File: config.mk
export PLATFORM = sky130hd
export DESIGN_NAME = reg_table_access
export DESIGN_NICKNAME = d
export VERILOG_FILES = /design/src/rtl/reg_table_access.sv
export SDC_FILE = /design/constraint.sdc
export NUM_CORES = 1
export LEC_CHECK = 0
export ABC_AREA = 0
export CORE_MARGIN = 2
export CORE_UTILIZATION = 40
export CTS_BUF_LIST = sky130_fd_sc_hd__clkbuf_8
export CTS_CLUSTER_DIAMETER = 50
export DETAILED_ROUTE_END_ITERATION = 6
export GPL_TIMING_DRIVEN = 0
export PLACE_DENSITY = 0.84
export SYNTH_ARGS = -nofsm -noshare
export SYNTH_HDL_FRONTEND = slang
export SYNTH_SLANG_ARGS = --single-unit
File: constraint.sdc
create_clock -name clk -period 2.7 [get_ports clk]
set_input_delay 0.54 -clock clk [delete_from_list [all_inputs] [get_ports clk]]
set_output_delay 0.54 -clock clk [all_outputs]
set_load 0.02 [all_outputs]
File: src/rtl/reg_table_access.sv
// Host-side access controller for the switch register table: one req/ack transaction
// at a time, decoded into one-hot write strobes and a read-back mux over packed register outputs.
module reg_table_access #(
    parameter int WIDTH    = 16,
    parameter int NUM_REGS = 8,
    parameter int ADDR_W   = 3
) (
    input  logic                      clk,
    input  logic                      reset,
    input  logic                      host_req,
    input  logic                      host_we,
    input  logic [ADDR_W-1:0]         host_addr,
    input  logic [WIDTH-1:0]          host_wdata,
    output logic                      host_ack,
    output logic                      host_err,
    output logic [WIDTH-1:0]          host_rdata,
    output logic                      host_busy,
    output logic [NUM_REGS-1:0]       reg_wr,
    output logic [WIDTH-1:0]          reg_din,
    input  logic [NUM_REGS*WIDTH-1:0] reg_dout
);

    typedef enum logic [1:0] {
        IDLE,
        EXEC,
        RESP,
        WAIT_REL
    } state_t;

    // One extra bit so NUM_REGS == 2**ADDR_W compares correctly and never flags an error.
    localparam logic [ADDR_W:0] NUM_LIMIT = (ADDR_W + 1)'(NUM_REGS);

    state_t              state;
    state_t              state_next;
    logic                we_q;
    logic [ADDR_W-1:0]   addr_q;
    logic [WIDTH-1:0]    wdata_q;
    logic                addr_ok;
    logic [WIDTH-1:0]    read_slice;

    assign addr_ok = ({1'b0, addr_q} < NUM_LIMIT);

    always_ff @(posedge clk or negedge reset) begin
        if (!reset) begin
            state <= IDLE;
        end else begin
            state <= state_next;
        end
    end

    always_comb begin
        state_next = state;
        case (state)
            IDLE:     if (host_req) state_next = EXEC;
            EXEC:     state_next = RESP;
            RESP:     state_next = WAIT_REL;
            WAIT_REL: if (!host_req) state_next = IDLE;
            default:  state_next = IDLE;
        endcase
    end

    // Request fields are captured only in IDLE, so later changes on the bus are ignored.
    always_ff @(posedge clk or negedge reset) begin
        if (!reset) begin
            we_q    <= 1'b0;
            addr_q  <= '0;
            wdata_q <= '0;
        end else if (state == IDLE && host_req) begin
            we_q    <= host_we;
            addr_q  <= host_addr;
            wdata_q <= host_wdata;
        end
    end

    always_comb begin
        read_slice = '0;
        for (int i = 0; i < NUM_REGS; i++) begin
            if (addr_q == ADDR_W'(i)) read_slice = reg_dout[i*WIDTH +: WIDTH];
        end
    end

    always_ff @(posedge clk or negedge reset) begin
        if (!reset) begin
            host_rdata <= '0;
        end else if (state == EXEC) begin
            host_rdata <= (!we_q && addr_ok) ? read_slice : '0;
        end
    end

    always_comb begin
        reg_wr = '0;
        if (state == EXEC && we_q && addr_ok) begin
            for (int i = 0; i < NUM_REGS; i++) begin
                reg_wr[i] = (addr_q == ADDR_W'(i));
            end
        end
    end

    assign reg_din   = wdata_q;
    assign host_ack  = (state == RESP);
    assign host_err  = (state == RESP) && !addr_ok;
    assign host_busy = (state != IDLE);

endmodule

==> results.json <==
{
  "io_buffers": 192,
  "layout-drive-gt1-share": 0.135,
  "syn-num-nets": 473,
  "via_count_of_the_first_global_routing_pass": 3527,
  "syn_area_sq_um": 2940,
  "synthTopCellsByArea": "dfrtp_1 (32%), mux2i_1 (16%), mux2_2 (7.7%)",
  "finalNonFillerCells": 616,
  "proportion_of_register_bits_with_asynchronous_set_or_reset_after_synthesis": 1.00,
  "multi_input_area_sq_um": 1780,
  "timing.rr.end": "host_rdata[12]$_DFFE_PN0N_",
  "post_synth_num_cell_types": 34,
  "floorplan.initialDensity": 0.409,
  "internal_dissipation_uw": 2540,
  "ff_latch_area_sq_um": 951,
  "die_y_microns": 89.7,
  "max_slew.worst_pin.slew_ps": 910,
  "clockRootBuffer": "clkbuf_8",
  "nature_of_the_critical_path_endpoint": "primary output",
  "mostFrequentLayoutCell": "clkdlybuf4s50_1",
  "gp_congestion": 0.790,
  "slew_viol_final": 0,
  "finalSetupViolations": 0,
  "max-cap-violations": 0,
  "detail_route.iter0.violations": 147,
  "insertedDiodeCount": 0,
  "horiz_die_dim_microns": 89.7,
  "number_of_antenna_violations_at_the_first_check_in_global_routing": 0,
  "clkPwrFrac": 0.092,
  "grt_max_degree": 39,
  "dominantRegCellSynth": "dfrtp_1",
  "syn-mean-instance-area_sq_um": 9.26,
  "detailedPlacementHpwl_mm": 8.54,
  "worstReg2RegStart": "addr_q[2]$_DFFE_PN0P_",
  "hold_violations": 0,
  "worst_slew_margin_rel": 0.393,
  "synth_largest_area_cell": "dfrtp_1",
  "holdWs_ps": 374,
  "seqPwrFrac": 0.213,
  "vias": 3275,
  "post-route-period-util": 0.942,
  "critical_path_class": "reg -> out",
  "peakVddDrop_mv": 0.634,
  "power_leakage_uw": 0.00221,
  "grt_use_total": 0.274,
  "f_max_ghz": 0.393,
  "clk_latency_worst_skew_pair_ps": 290,
  "std_cell_rows": 31,
  "syn_inst": 317,
  "routed_wire_length_per_instance_microns": 17.9,
  "yosysWarningCount": 0,
  "cp_data_arrival_time_ps": 2000,
  "globalRoute.totalOverflow": 0,
  "required_time_at_the_endpoint_of_the_critical_path_ps": 2160,
  "total_die_area_sq_um": 8040,
  "worstPathMaxFanout": 10,
  "worstSetupStartpointType": "flop",
  "power_dissipated_by_switching_net_loads_uw": 2140,
  "sw_frac_of_total": 0.458,
  "fillCellCount": 575,
  "synth_largest_type_area_fraction": 0.324,
  "layout_min_cycle_time_ps": 2540,
  "p_per_area_nw_per_um2": 928,
  "cts_buffers": 5,
  "layout.cells.most_common_list": "clkdlybuf4s50_1 (183), mux2i_1 (48), dfrtp_1 (38)",
  "number_of_flip_flops_and_latches_in_the_synthesized_netlist": 38,
  "grt_first_pass_wirelength_mm": 16.7,
  "design.final.nets": 672,
  "status": "finished clean",
  "drc_errors": 0,
  "placement.cell_area_sq_um": 4980,
  "crit_path_end": "reg_wr[0]",
  "dr_pass1_iterations": 4,
  "cts_tree": "built",
  "drt_wl_total_mm": 11.0,
  "htreeDepth": 2,
  "area_growth_syn_to_layout_pct": 71.9,
  "cts.clk_slew.worst_paths_ps": 90,
  "power.share.combinational": 0.695,
  "regToRegSetupSlack_ps": 900,
  "io-pin-count": 194,
  "synth_enable_flop_cells": 0,
  "drt-vias-per-instance": 5.32,
  "post_place_cells": 608,
  "cp_startpoint": "state[1]$_DFFE_PN0P_",
  "final_cell_area_sq_um": 5050,
  "antenna_left": 0,
  "total_number_of_clock_tree_sinks": 38,
  "post_cts.repair.setup_buffers": 0,
  "core_area_sq_um": 7180,
  "hold_path.class": "in -> async",
  "r2r_cells": 6,
  "finalClockSkew_ps": 6.00,
  "clock_path_buffers": 2,
  "seq_area_frac_synth": 0.324
}
==> area by class of cell <==
type,instances,share of cell area
buffer,27,0.0315
clock inverter,2,0.00322
clock buffer,6,0.0164
tap,99,0.0245
timing repair buffer,192,0.372
multi-input combinational,235,0.352
inverter,17,0.0126
sequential,38,0.188
==> worst max-delay path, cell delays in order (launching register included) <==
cell and delay (ps):
dfrtp_1 410, inv_1 130, ha_1 180, buf_4 200
buf_4 220, nand2_1 140, nor4_1 200, clkbuf_2 220
==> repair_timing <==
action / in CTS / in global routing
cloned: 0 / 0
resized for setup: 11 / 22
hold buffers: 0 / 0
endpoints found under the setup margin: 8 / 8
hold endpoints to repair: 0 / 0
pin swaps: 0 / 0
==> metrics by stage <==
stage          setup WS [ps]  total power [uW]  utilization  setup TNS [ps]
4_1_cts                 46.1              4710        0.707               0
3_5_place_dp           -78.2              4240        0.694            -422
6_report                 156              4690        0.704               0
2_1_floorplan            391              2990            -               0
5_1_grt                -8.81              5020        0.704           -8.81
3_3_place_gp           -60.5              4170        0.694            -200
==> registers in the layout (all words and copies together) (netlist names) <==
register	flops
addr_q	3
host_rdata	16
reg_din	16
state	2
we_q	1
==> how the worst min path moves through the flow <==
stage / from / slack (ps) / endpoint / cells after the start
2_1_floorplan: reset / 240 / addr_q[0]$_DFFE_PN0P_ / 0
3_3_place_gp: host_rdata[14]$_DFFE_PN0N_ / 480 / host_rdata[14]$_DFFE_PN0N_ / 2
3_5_place_dp: reg_din[10]$_DFFE_PN0P_ / 490 / reg_din[10]$_DFFE_PN0P_ / 1
4_1_cts: reset / 390 / reg_din[12]$_DFFE_PN0P_ / 1
5_1_grt: reset / 430 / reg_din[12]$_DFFE_PN0P_ / 1
6_report: reset / 370 / reg_din[10]$_DFFE_PN0P_ / 1
==> metal layers <==
| layer | part of all wire | global-route usage |
|---|---|---|
| met5 | 0 | 0 |
| met1 | 0.38 | 0.303 |
| met2 | 0.50 | 0.503 |
| met4 | 0.019 | 0.0909 |
| met3 | 0.095 | 0.0768 |
==> power groups by stage <==
stage | sequential (uW) | clock (uW) | combinational, uW
5_1_grt | 1030 | 472 | 3520
3_3_place_gp | 993 | 0 | 3180
4_1_cts | 1000 | 447 | 3260
2_1_floorplan | 1240 | 0 | 1740
3_5_place_dp | 1010 | 0 | 3230
6_report | 998 | 433 | 3260
==> cells in the mapped netlist (2+ instances only) <==
cell type and count:
a211oi_1 4, a21oi_1 14, a221oi_2 10, a2bb2oi_1 12, buf_2 16, buf_4 4, buf_6 2, clkbuf_1 4
dfrtp_1 38, ha_1 5, inv_1 17, mux2_2 20, mux2i_1 48, nand2_1 21, nand2b_1 5, nand3_1 3
nor2_1 21, nor2b_1 15, nor3_1 8, o211ai_1 14, o21ai_0 23
==> cells by family after synthesis <==
group                    after synthesis  share of synthesized area
AO/OA/AOI/OAI                         82                      0.209
AND/OR/NAND/NOR                       79                      0.131
other                                  1                    0.00128
adder cells (fa/ha/maj)                5                     0.0213
multiplexers                          68                      0.240
buffers and inverters                 44                     0.0733
flip-flops                            38                      0.324
(Power assumes the default switching activity.)
